$ cat src/rtl/hazard_pkg.sv
// Shared types for the pipeline hazard/forwarding controller: FSM encoding,
// forwarding-select constants and the in-flight scoreboard slot.
package hazard_pkg;

  typedef enum logic [1:0] {
    RUN     = 2'd0,
    LDSTALL = 2'd1,
    FLUSH   = 2'd2
  } state_t;

  localparam logic [1:0] FWD_RF  = 2'b00;
  localparam logic [1:0] FWD_EXM = 2'b01;
  localparam logic [1:0] FWD_MWB = 2'b10;

  // Slot rd is stored at a fixed maximum width so the struct stays
  // non-parametric; register addresses are zero-extended into it.
  localparam int RD_MAX_W = 8;

  typedef struct packed {
    logic                valid;
    logic [RD_MAX_W-1:0] rd;
    logic                ld;
  } slot_t;

  localparam slot_t SLOT_EMPTY = '{valid: 1'b0, rd: '0, ld: 1'b0};

  typedef enum int {
    S_EX  = 0,
    S_MEM = 1,
    S_WB  = 2
  } slot_idx_t;

  localparam int SLOT_N = 3;

  function automatic slot_t make_slot(input logic valid,
                                      input logic [RD_MAX_W-1:0] rd,
                                      input logic ld);
    slot_t s;
    s.valid = valid;
    s.rd    = rd;
    s.ld    = valid & ld;
    return s;
  endfunction

endpackage

$ cat src/rtl/pipe_hazard_ctrl_if.sv
// Decoder-side bundle of the hazard controller: ID operand/destination info,
// the EX branch-taken strobe, and the stall/flush/forwarding/counter returns.
interface pipe_hazard_ctrl_if #(
  parameter int REG_AW = 4,
  parameter int CNT_W  = 16
);

  logic [REG_AW-1:0] id_rn;
  logic              id_rn_en;
  logic [REG_AW-1:0] id_rm;
  logic              id_rm_en;
  logic [REG_AW-1:0] id_rd;
  logic              id_wb_en;
  logic              id_ld;
  logic              ex_br;

  logic              pc_stall;
  logic              ifid_stall;
  logic              ifid_flush;
  logic              idex_bubble;
  logic [1:0]        fwd_a_sel;
  logic [1:0]        fwd_b_sel;
  logic [CNT_W-1:0]  stall_cnt;
  logic [CNT_W-1:0]  flush_cnt;

  modport master (
    output id_rn, id_rn_en, id_rm, id_rm_en, id_rd, id_wb_en, id_ld, ex_br,
    input  pc_stall, ifid_stall, ifid_flush, idex_bubble,
    input  fwd_a_sel, fwd_b_sel, stall_cnt, flush_cnt
  );

  modport slave (
    input  id_rn, id_rn_en, id_rm, id_rm_en, id_rd, id_wb_en, id_ld, ex_br,
    output pc_stall, ifid_stall, ifid_flush, idex_bubble,
    output fwd_a_sel, fwd_b_sel, stall_cnt, flush_cnt
  );

endinterface

$ cat src/rtl/pipe_hazard_ctrl_fwd_match.sv
// Priority compare of one ID source against the S_EX and S_MEM scoreboard
// slots; yields the unregistered forward select and a load-use hit.
module fwd_match
  import hazard_pkg::*;
#(
  parameter int REG_AW = 4
) (
  input  logic [REG_AW-1:0]   src,
  input  logic                src_en,
  input  logic                id_valid,
  input  slot_t               s_ex,
  input  logic                mem_valid,
  input  logic [RD_MAX_W-1:0] mem_rd,
  output logic [1:0]          fwd_sel,
  output logic                luh
);

  logic [RD_MAX_W-1:0] src_x;
  logic                hit_ex;
  logic                hit_mem;

  assign src_x   = RD_MAX_W'(src);
  assign hit_ex  = src_en & id_valid & s_ex.valid & (s_ex.rd == src_x);
  assign hit_mem = src_en & id_valid & mem_valid & (mem_rd == src_x);
  assign luh     = hit_ex & s_ex.ld;

  // A load in S_EX is the youngest producer; its data is not ready yet, so
  // an older S_MEM copy must not be selected in its place.
  always_comb begin
    // NOTE: assign every always_comb output a default first so no path
    // leaves it unassigned and a latch is inferred.
    fwd_sel = FWD_RF;
    if (hit_ex) begin
      fwd_sel = s_ex.ld ? FWD_RF : FWD_EXM;
    end else if (hit_mem) begin
      fwd_sel = FWD_MWB;
    end
  end

endmodule

$ cat src/rtl/pipe_hazard_ctrl.sv
// Hazard/forwarding controller for the 5-stage pipeline: shadow scoreboard,
// load-use stall and branch-flush FSM, registered EX forward selects.
// Optional stall/flush performance counters: define HAZARD_PERF_CNT_EN.
module pipe_hazard_ctrl
  import hazard_pkg::*;
#(
  parameter int REG_AW = 4,
  parameter int CNT_W  = 16
) (
  input  logic                   clk,
  input  logic                   rst,
  pipe_hazard_ctrl_if.slave      hz
);

  state_t     state_q;
  state_t     state_d;
  slot_t      sb [SLOT_N];
  logic       id_valid;
  logic [1:0] fwd_a_d;
  logic [1:0] fwd_b_d;
  logic [1:0] fwd_a_q;
  logic [1:0] fwd_b_q;
  logic       luh_a;
  logic       luh_b;
  logic       luh;
  logic       pc_stall;
  logic       ifid_stall;
  logic       ifid_flush;
  logic       idex_bubble;

  // The instruction in ID during FLUSH is the squashed NOP.
  assign id_valid = (state_q != FLUSH);

  fwd_match #(.REG_AW(REG_AW)) u_fwd_a (
    .src       (hz.id_rn),
    .src_en    (hz.id_rn_en),
    .id_valid  (id_valid),
    .s_ex      (sb[S_EX]),
    .mem_valid (sb[S_MEM].valid),
    .mem_rd    (sb[S_MEM].rd),
    .fwd_sel   (fwd_a_d),
    .luh       (luh_a)
  );

  fwd_match #(.REG_AW(REG_AW)) u_fwd_b (
    .src       (hz.id_rm),
    .src_en    (hz.id_rm_en),
    .id_valid  (id_valid),
    .s_ex      (sb[S_EX]),
    .mem_valid (sb[S_MEM].valid),
    .mem_rd    (sb[S_MEM].rd),
    .fwd_sel   (fwd_b_d),
    .luh       (luh_b)
  );

  assign luh = luh_a | luh_b;

  always_ff @(posedge clk or posedge rst) begin
    if (rst) begin
      state_q <= RUN;
    end else begin
      // NOTE: sequential state uses non-blocking assignments so every flop
      // samples pre-edge values regardless of statement order.
      state_q <= state_d;
    end
  end

  // LDSTALL behaves like RUN: luh is normally already clear, and a stray
  // ex_br is honoured the same way.
  always_comb begin
    state_d     = RUN;
    pc_stall    = 1'b0;
    ifid_stall  = 1'b0;
    ifid_flush  = 1'b0;
    idex_bubble = 1'b0;
    unique case (state_q)
      RUN, LDSTALL: begin
        if (hz.ex_br) begin
          ifid_flush  = 1'b1;
          idex_bubble = 1'b1;
          state_d     = FLUSH;
        end else if (luh) begin
          pc_stall    = 1'b1;
          ifid_stall  = 1'b1;
          idex_bubble = 1'b1;
          state_d     = LDSTALL;
        end
      end
      FLUSH:   state_d = RUN;
      default: state_d = RUN;
    endcase
  end

  // Scoreboard shifts every edge; a bubble enters S_EX as an empty slot.
  always_ff @(posedge clk or posedge rst) begin
    if (rst) begin
      // NOTE: the scoreboard is a handful of flops whose valid bits gate
      // hazard detection, so it is reset explicitly, unlike a RAM array.
      for (int i = 0; i < SLOT_N; i++) begin
        sb[i] <= SLOT_EMPTY;
      end
    end else begin
      sb[S_WB]  <= sb[S_MEM];
      sb[S_MEM] <= sb[S_EX];
      sb[S_EX]  <= idex_bubble ? SLOT_EMPTY
                               : make_slot(hz.id_wb_en & id_valid,
                                           RD_MAX_W'(hz.id_rd), hz.id_ld);
    end
  end

  always_ff @(posedge clk or posedge rst) begin
    if (rst) begin
      fwd_a_q <= FWD_RF;
      fwd_b_q <= FWD_RF;
    end else begin
      fwd_a_q <= idex_bubble ? FWD_RF : fwd_a_d;
      fwd_b_q <= idex_bubble ? FWD_RF : fwd_b_d;
    end
  end

  assign hz.pc_stall    = pc_stall;
  assign hz.ifid_stall  = ifid_stall;
  assign hz.ifid_flush  = ifid_flush;
  assign hz.idex_bubble = idex_bubble;
  assign hz.fwd_a_sel   = fwd_a_q;
  assign hz.fwd_b_sel   = fwd_b_q;

`ifdef HAZARD_PERF_CNT_EN
  logic [CNT_W-1:0] stall_cnt_q;
  logic [CNT_W-1:0] flush_cnt_q;

  // Saturating counters; ifid_flush is only raised for an accepted branch.
  always_ff @(posedge clk or posedge rst) begin
    if (rst) begin
      stall_cnt_q <= '0;
      flush_cnt_q <= '0;
    end else begin
      if (pc_stall && (stall_cnt_q != {CNT_W{1'b1}})) begin
        stall_cnt_q <= stall_cnt_q + 1'b1;
      end
      if (ifid_flush && (flush_cnt_q != {CNT_W{1'b1}})) begin
        flush_cnt_q <= flush_cnt_q + 1'b1;
      end
    end
  end

  assign hz.stall_cnt = stall_cnt_q;
  assign hz.flush_cnt = flush_cnt_q;
`else
  assign hz.stall_cnt = {CNT_W{1'b0}};
  assign hz.flush_cnt = {CNT_W{1'b0}};
`endif

endmodule

$ cat src/flat_wrapper.sv
// flat-port wrapper written by rule: the top's interface ports become plain ports
module pipe_hazard_ctrl_flat import hazard_pkg::*;
#(
  parameter int REG_AW = 4,
  parameter int CNT_W  = 16
)
  (clk, rst, hz_id_rn, hz_id_rn_en, hz_id_rm, hz_id_rm_en, hz_id_rd, hz_id_wb_en, hz_id_ld, hz_ex_br, hz_pc_stall, hz_ifid_stall, hz_ifid_flush, hz_idex_bubble, hz_fwd_a_sel, hz_fwd_b_sel, hz_stall_cnt, hz_flush_cnt);
  pipe_hazard_ctrl_if #(.REG_AW(REG_AW), .CNT_W(CNT_W)) hz_i ();
  input  logic clk;
  input  logic rst;
  input wire logic [$bits(hz_i.id_rn)-1:0] hz_id_rn;
  input wire logic [$bits(hz_i.id_rn_en)-1:0] hz_id_rn_en;
  input wire logic [$bits(hz_i.id_rm)-1:0] hz_id_rm;
  input wire logic [$bits(hz_i.id_rm_en)-1:0] hz_id_rm_en;
  input wire logic [$bits(hz_i.id_rd)-1:0] hz_id_rd;
  input wire logic [$bits(hz_i.id_wb_en)-1:0] hz_id_wb_en;
  input wire logic [$bits(hz_i.id_ld)-1:0] hz_id_ld;
  input wire logic [$bits(hz_i.ex_br)-1:0] hz_ex_br;
  output wire logic [$bits(hz_i.pc_stall)-1:0] hz_pc_stall;
  output wire logic [$bits(hz_i.ifid_stall)-1:0] hz_ifid_stall;
  output wire logic [$bits(hz_i.ifid_flush)-1:0] hz_ifid_flush;
  output wire logic [$bits(hz_i.idex_bubble)-1:0] hz_idex_bubble;
  output wire logic [$bits(hz_i.fwd_a_sel)-1:0] hz_fwd_a_sel;
  output wire logic [$bits(hz_i.fwd_b_sel)-1:0] hz_fwd_b_sel;
  output wire logic [$bits(hz_i.stall_cnt)-1:0] hz_stall_cnt;
  output wire logic [$bits(hz_i.flush_cnt)-1:0] hz_flush_cnt;
  assign hz_i.id_rn = hz_id_rn;
  assign hz_i.id_rn_en = hz_id_rn_en;
  assign hz_i.id_rm = hz_id_rm;
  assign hz_i.id_rm_en = hz_id_rm_en;
  assign hz_i.id_rd = hz_id_rd;
  assign hz_i.id_wb_en = hz_id_wb_en;
  assign hz_i.id_ld = hz_id_ld;
  assign hz_i.ex_br = hz_ex_br;
  assign hz_pc_stall = hz_i.pc_stall;
  assign hz_ifid_stall = hz_i.ifid_stall;
  assign hz_ifid_flush = hz_i.ifid_flush;
  assign hz_idex_bubble = hz_i.idex_bubble;
  assign hz_fwd_a_sel = hz_i.fwd_a_sel;
  assign hz_fwd_b_sel = hz_i.fwd_b_sel;
  assign hz_stall_cnt = hz_i.stall_cnt;
  assign hz_flush_cnt = hz_i.flush_cnt;
  pipe_hazard_ctrl #(.REG_AW(REG_AW), .CNT_W(CNT_W)) u_core (.clk(clk), .rst(rst), .hz(hz_i));
endmodule
$ cat config.mk
export PLATFORM = sky130hd
export DESIGN_NAME = pipe_hazard_ctrl_flat
export DESIGN_NICKNAME = d
export VERILOG_FILES = /design/src/rtl/hazard_pkg.sv /design/src/rtl/pipe_hazard_ctrl_if.sv /design/src/rtl/pipe_hazard_ctrl_fwd_match.sv /design/src/rtl/pipe_hazard_ctrl.sv /design/src/flat_wrapper.sv
export SDC_FILE = /design/constraint.sdc
export NUM_CORES = 1
export LEC_CHECK = 0
export BUFFER_PORTS_ARGS = -buffer_cell sky130_fd_sc_hd__buf_2
export CELL_PAD_IN_SITES_DETAIL_PLACEMENT = 1
export CELL_PAD_IN_SITES_GLOBAL_PLACEMENT = 1
export CORE_ASPECT_RATIO = 0.5
export CORE_MARGIN = 1
export CORE_UTILIZATION = 30
export CTS_BUF_LIST = sky130_fd_sc_hd__clkbuf_4 sky130_fd_sc_hd__clkbuf_8
export DETAILED_ROUTE_END_ITERATION = 7
export PLACE_DENSITY_LB_ADDON = 0.2
export SYNTH_ARGS = -nofsm -noshare
export SYNTH_HDL_FRONTEND = slang
export SYNTH_SLANG_ARGS = --single-unit
export TNS_END_PERCENT = 10
$ cat constraint.sdc
create_clock -name clk -period 1.48 [get_ports clk]
set_input_delay 0 -clock clk [delete_from_list [all_inputs] [get_ports clk]]
set_output_delay 0 -clock clk [all_outputs]
set_load 0.02 [all_outputs]
==> tab_implementation.tex <==
\begin{tabular}{lr}
\hline
Metric & Value \\
\hline
\multicolumn{2}{l}{\textbf{STA}} \\
Setup repair after global routing missed its margin & true \\
Period utilization & 124\% \\
Slew at the pin closest to its max-slew limit & $\sim$0.65 ns \\
Max Freq & 546 MHz \\
Number of hold-slack violations in the final timing report & 0 \\
Count of endpoints failing setup in the final report & 6 \\
Accumulated negative setup slack & -1.05 ns \\
Worst Setup Slack, final & -0.351 ns \\
Max-slew headroom at the worst pin & a little under three fifths \\
Setup Skew & roughly 0.0032 ns \\
Pins over their slew limit & 0 \\
Period minus WS final & $\sim$1.8 ns \\
\multicolumn{2}{l}{\textbf{Place}} \\
Final Wtd Congestion & between 0.7 and 0.8 \\
DPL Wire Length & 1.74 mm \\
Placed Cells incl. Taps & 187 \\
Setup slack after placement & -0.153 ns \\
PortBufs & 26 \\
\multicolumn{2}{l}{\textbf{Routing}} \\
Via density & 3.91 \\
Violation count after the first detailed-route iteration & 19 \\
DRC errors left & 0 \\
Drt total wl & approximately 2.3 mm \\
Number of vias after detailed routing & 779 \\
Detailed Routing Iterations Pass 1 & 4 \\
Antenna Nets Post-Route & 0 \\
DR WL/cell & 11.3 µm \\
\multicolumn{2}{l}{\textbf{Clocking}} \\
Clock tree from TritonCTS & done \\
Clock Tree Root & sky130\_fd\_sc\_hd\_\_clkbuf\_8 \\
Clock transition at the registers of the reported paths & 0.06 ns \\
CTS Buf Count & 3 \\
Latest clock arrival within the worst-skew pair & between 0.2 and 0.3 ns \\
Max H-tree Level & 1 \\
Clock tree sinks & 17 \\
Clk buf depth & 2 \\
\multicolumn{2}{l}{\textbf{Run status}} \\
Status & finished, violations left \\
Violations in the final reports & setup timing \\
\multicolumn{2}{l}{\textbf{Yosys}} \\
Post-Synthesis Cell Area & about 1100 µm² \\
Yosys top cell area share & between 30\% and 40\% \\
Post-synth cell types & 26 \\
Part of the Yosys area used for sequential elements & between 30\% and 40\% \\
Leading cell types by total area after synthesis & sky130\_fd\_sc\_hd\_\_dfrtp\_1 (40\%), sky130\_fd\_sc\_hd\_\_buf\_4 (23\%), sky130\_fd\_sc\_hd\_\_xnor2\_1 (5.7\%) \\
Syn. warnings & 0 \\
Post-synthesis cell count & between 100 and 150 \\
Average cell area after synthesis & a little over 10 µm² \\
Flop and latch count out of synthesis & 17 \\
Largest area contributor in the netlist & sky130\_fd\_sc\_hd\_\_dfrtp\_1 \\
\multicolumn{2}{l}{\textbf{Pwr}} \\
Leak & 0.729 nW \\
Power, Total & roughly 1.1 mW \\
Power density cells & slightly above 800 nW/µm² \\
Worst ir drop on vdd & between 0.2 and 0.25 mV \\
\multicolumn{2}{l}{\textbf{Worst hold path}} \\
Min-Delay Startpoint & hz\_id\_ld \\
Hold Path Class & in -> reg \\
\multicolumn{2}{l}{\textbf{Global routing}} \\
Antenna violations before repair & 0 \\
Maximum number of pins on one net before global-route repair & 18 \\
Vias in the first global route & 765 \\
Global-route wire length before repair & 3.74 mm \\
Global-route total usage across every layer & 13.2\% \\
GR Overflow Total & 0 \\
\multicolumn{2}{l}{\textbf{Setup path}} \\
CP Launch Point & u\_core.state\_q[1]\$\_DFF\_PP0\_ \\
Startpoint Class & register \\
Arrival time at the worst endpoint & $\sim$1.8 ns \\
Worst Setup Path Type & reg -> out \\
Minimum setup slack among reg-to-reg paths & -0.05 ns \\
Crit path max fanout & 4 \\
Critical path data required time & $\sim$1.5 ns \\
Reg-to-reg startpoint & u\_core.state\_q[1]\$\_DFF\_PP0\_ \\
CP Capture Type & output port \\
\multicolumn{2}{l}{\textbf{Finish}} \\
NumNets Final & $\sim$170 \\
Ant diodes & 0 \\
Non-filler cells, final & between 150 and 200 \\
Fraction of layout cells with a size suffix above 1 & 37.1\% \\
Area overhead of the layout relative to synthesis & 30.2\% \\
\multicolumn{2}{l}{\textbf{Floorplan}} \\
Width of the die & between 80 and 90 µm \\
Number of I/O pins & 59 \\
Area of the die & between 3000 and 4000 µm² \\
Height of the die & 44.4 µm \\
Placement row count & 14 \\
Starting utilization of the core area & between 30\% and 40\% \\
Area of the placeable core & roughly 3200 µm² \\
\multicolumn{2}{l}{\textbf{Run}} \\
Number of max-cap violations & 0 \\
\hline
\end{tabular}
## routing by layer
| metal | wire length [µm] | global-route usage [%] | share of wire [%] | vias to the layer above |
|---|---|---|---|---|
| met5 | 0 | 0 | 0 | - |
| met4 | 19 | 4.00 | 0.84 | 0 |
| met3 | 171 | 3.73 | 7.6 | 2 |
| met2 | 990 | 21.4 | 44 | 44 |
| met1 | 1070 | 17.5 | 48 | 358 |
| li1 | - | - | - | 375 |
## final timing paths
path	cells after the start	end
worst min register to register	0	u_core.sb[19]$_DFF_PP0_
min in group asynchronous	3	u_core.sb[11]$_DFF_PP0_
max in group asynchronous	3	u_core.sb[23]$_DFF_PP0_
worst min-delay path	3	u_core.sb[20]$_DFF_PP0_
worst max register to register	4	u_core.hz.fwd_b_sel[1]$_DFF_PP0_
worst max-delay path	5	hz_ifid_stall
## where the power goes
group | leakage [nW] | internal [mW] | switching, mW
clock network | 0.0262 | 0.209 | 0.155
logic | 0.482 | 0.0978 | 0.168
registers | 0.220 | 0.487 | 0.0218
## state kept, by name, indices dropped and copies added, names as in the netlist
register and count:
u_core.hz.fwd_a_sel 2, u_core.sb 11, u_core.hz.fwd_b_sel 2, u_core.state_q 2
## worst max-delay path, cell delays in order (launching register included)
cell and delay (ns):
sky130_fd_sc_hd__dfrtp_1 0.38, sky130_fd_sc_hd__or2b_2 0.21, sky130_fd_sc_hd__nand4_2 0.15, sky130_fd_sc_hd__or4_4 0.53
sky130_fd_sc_hd__a21oi_4 0.16, sky130_fd_sc_hd__buf_4 0.16
## Yosys cell counts
cell and count:
sky130_fd_sc_hd__or4_4 1, sky130_fd_sc_hd__or3_1 1, sky130_fd_sc_hd__nor4_1 1, sky130_fd_sc_hd__or2b_2 1
sky130_fd_sc_hd__inv_1 2, sky130_fd_sc_hd__conb_1 1, sky130_fd_sc_hd__xnor2_1 7, sky130_fd_sc_hd__nor3_1 10
sky130_fd_sc_hd__and3_1 1, sky130_fd_sc_hd__a21oi_2 1, sky130_fd_sc_hd__buf_4 33, sky130_fd_sc_hd__nor3_2 1
sky130_fd_sc_hd__xor2_1 7, sky130_fd_sc_hd__dfrtp_1 17, sky130_fd_sc_hd__nand4_1 4, sky130_fd_sc_hd__xnor2_2 2
sky130_fd_sc_hd__nor4_4 1, sky130_fd_sc_hd__nand3_1 3, sky130_fd_sc_hd__clkbuf_1 1, sky130_fd_sc_hd__nand4_2 1
sky130_fd_sc_hd__nand2_1 5, sky130_fd_sc_hd__nor2_1 1, sky130_fd_sc_hd__or2b_1 1, sky130_fd_sc_hd__nand2b_1 1
sky130_fd_sc_hd__nor3b_1 1, sky130_fd_sc_hd__or3_2 1
## cells in the final DEF (no fill, tap or decap), types with 2 or more instances in the layout
cell,instances
sky130_fd_sc_hd__nand3_1,2
sky130_fd_sc_hd__nand4_1,4
sky130_fd_sc_hd__buf_4,10
sky130_fd_sc_hd__xor2_1,7
sky130_fd_sc_hd__inv_1,2
sky130_fd_sc_hd__nand2_1,4
sky130_fd_sc_hd__dfrtp_1,16
sky130_fd_sc_hd__clkbuf_8,3
sky130_fd_sc_hd__buf_6,3
sky130_fd_sc_hd__conb_1,32
sky130_fd_sc_hd__nor3_1,9
sky130_fd_sc_hd__dlygate4sd3_1,8
sky130_fd_sc_hd__buf_2,23
sky130_fd_sc_hd__xnor2_2,4
sky130_fd_sc_hd__xnor2_1,5
## cell type report
class                      count  area, µm²
fill                         390       1800
timing repair buffer          44        304
inverter                       2       7.51
sequential                    17        427
tap                           48       60.1
multi-input combinational     84        554
clock buffer                   4       48.8
## repair_timing
item                       in CTS  in global routing
resized for setup               9                  5
setup endpoints to repair      11                 13
hold buffers                    8                  0
pin swaps                       5                  3
buffers inserted                0                  0
hold endpoints to repair       24                  0
## cell families (layout without fill, tap and decap cells)
group	Yosys count	count (layout)	share of synthesized area, %
simple gates	35	35	20.8
flops	17	17	39.5
other cells	1	32	0.349
xor+xnor	16	16	14.4
compound gates	1	1	0.814
buf+inv	36	50	24.1
## stage by stage
| stage | cell area (µm²) | hold WS, ns | util (%) |
|---|---|---|---|
| after floorplan | 1200 | -0.0739 | - |
| after global placement | 1210 | 0.123 | 37.9 |
| after detailed placement | 1210 | 0.130 | 37.9 |
| after CTS | 1380 | 0.00546 | 42.9 |
| after global routing | 1400 | 0.00569 | 43.7 |
| final | 1400 | 0.00191 | 43.7 |
No activity file was read; power rests on OpenSTA's default activity.
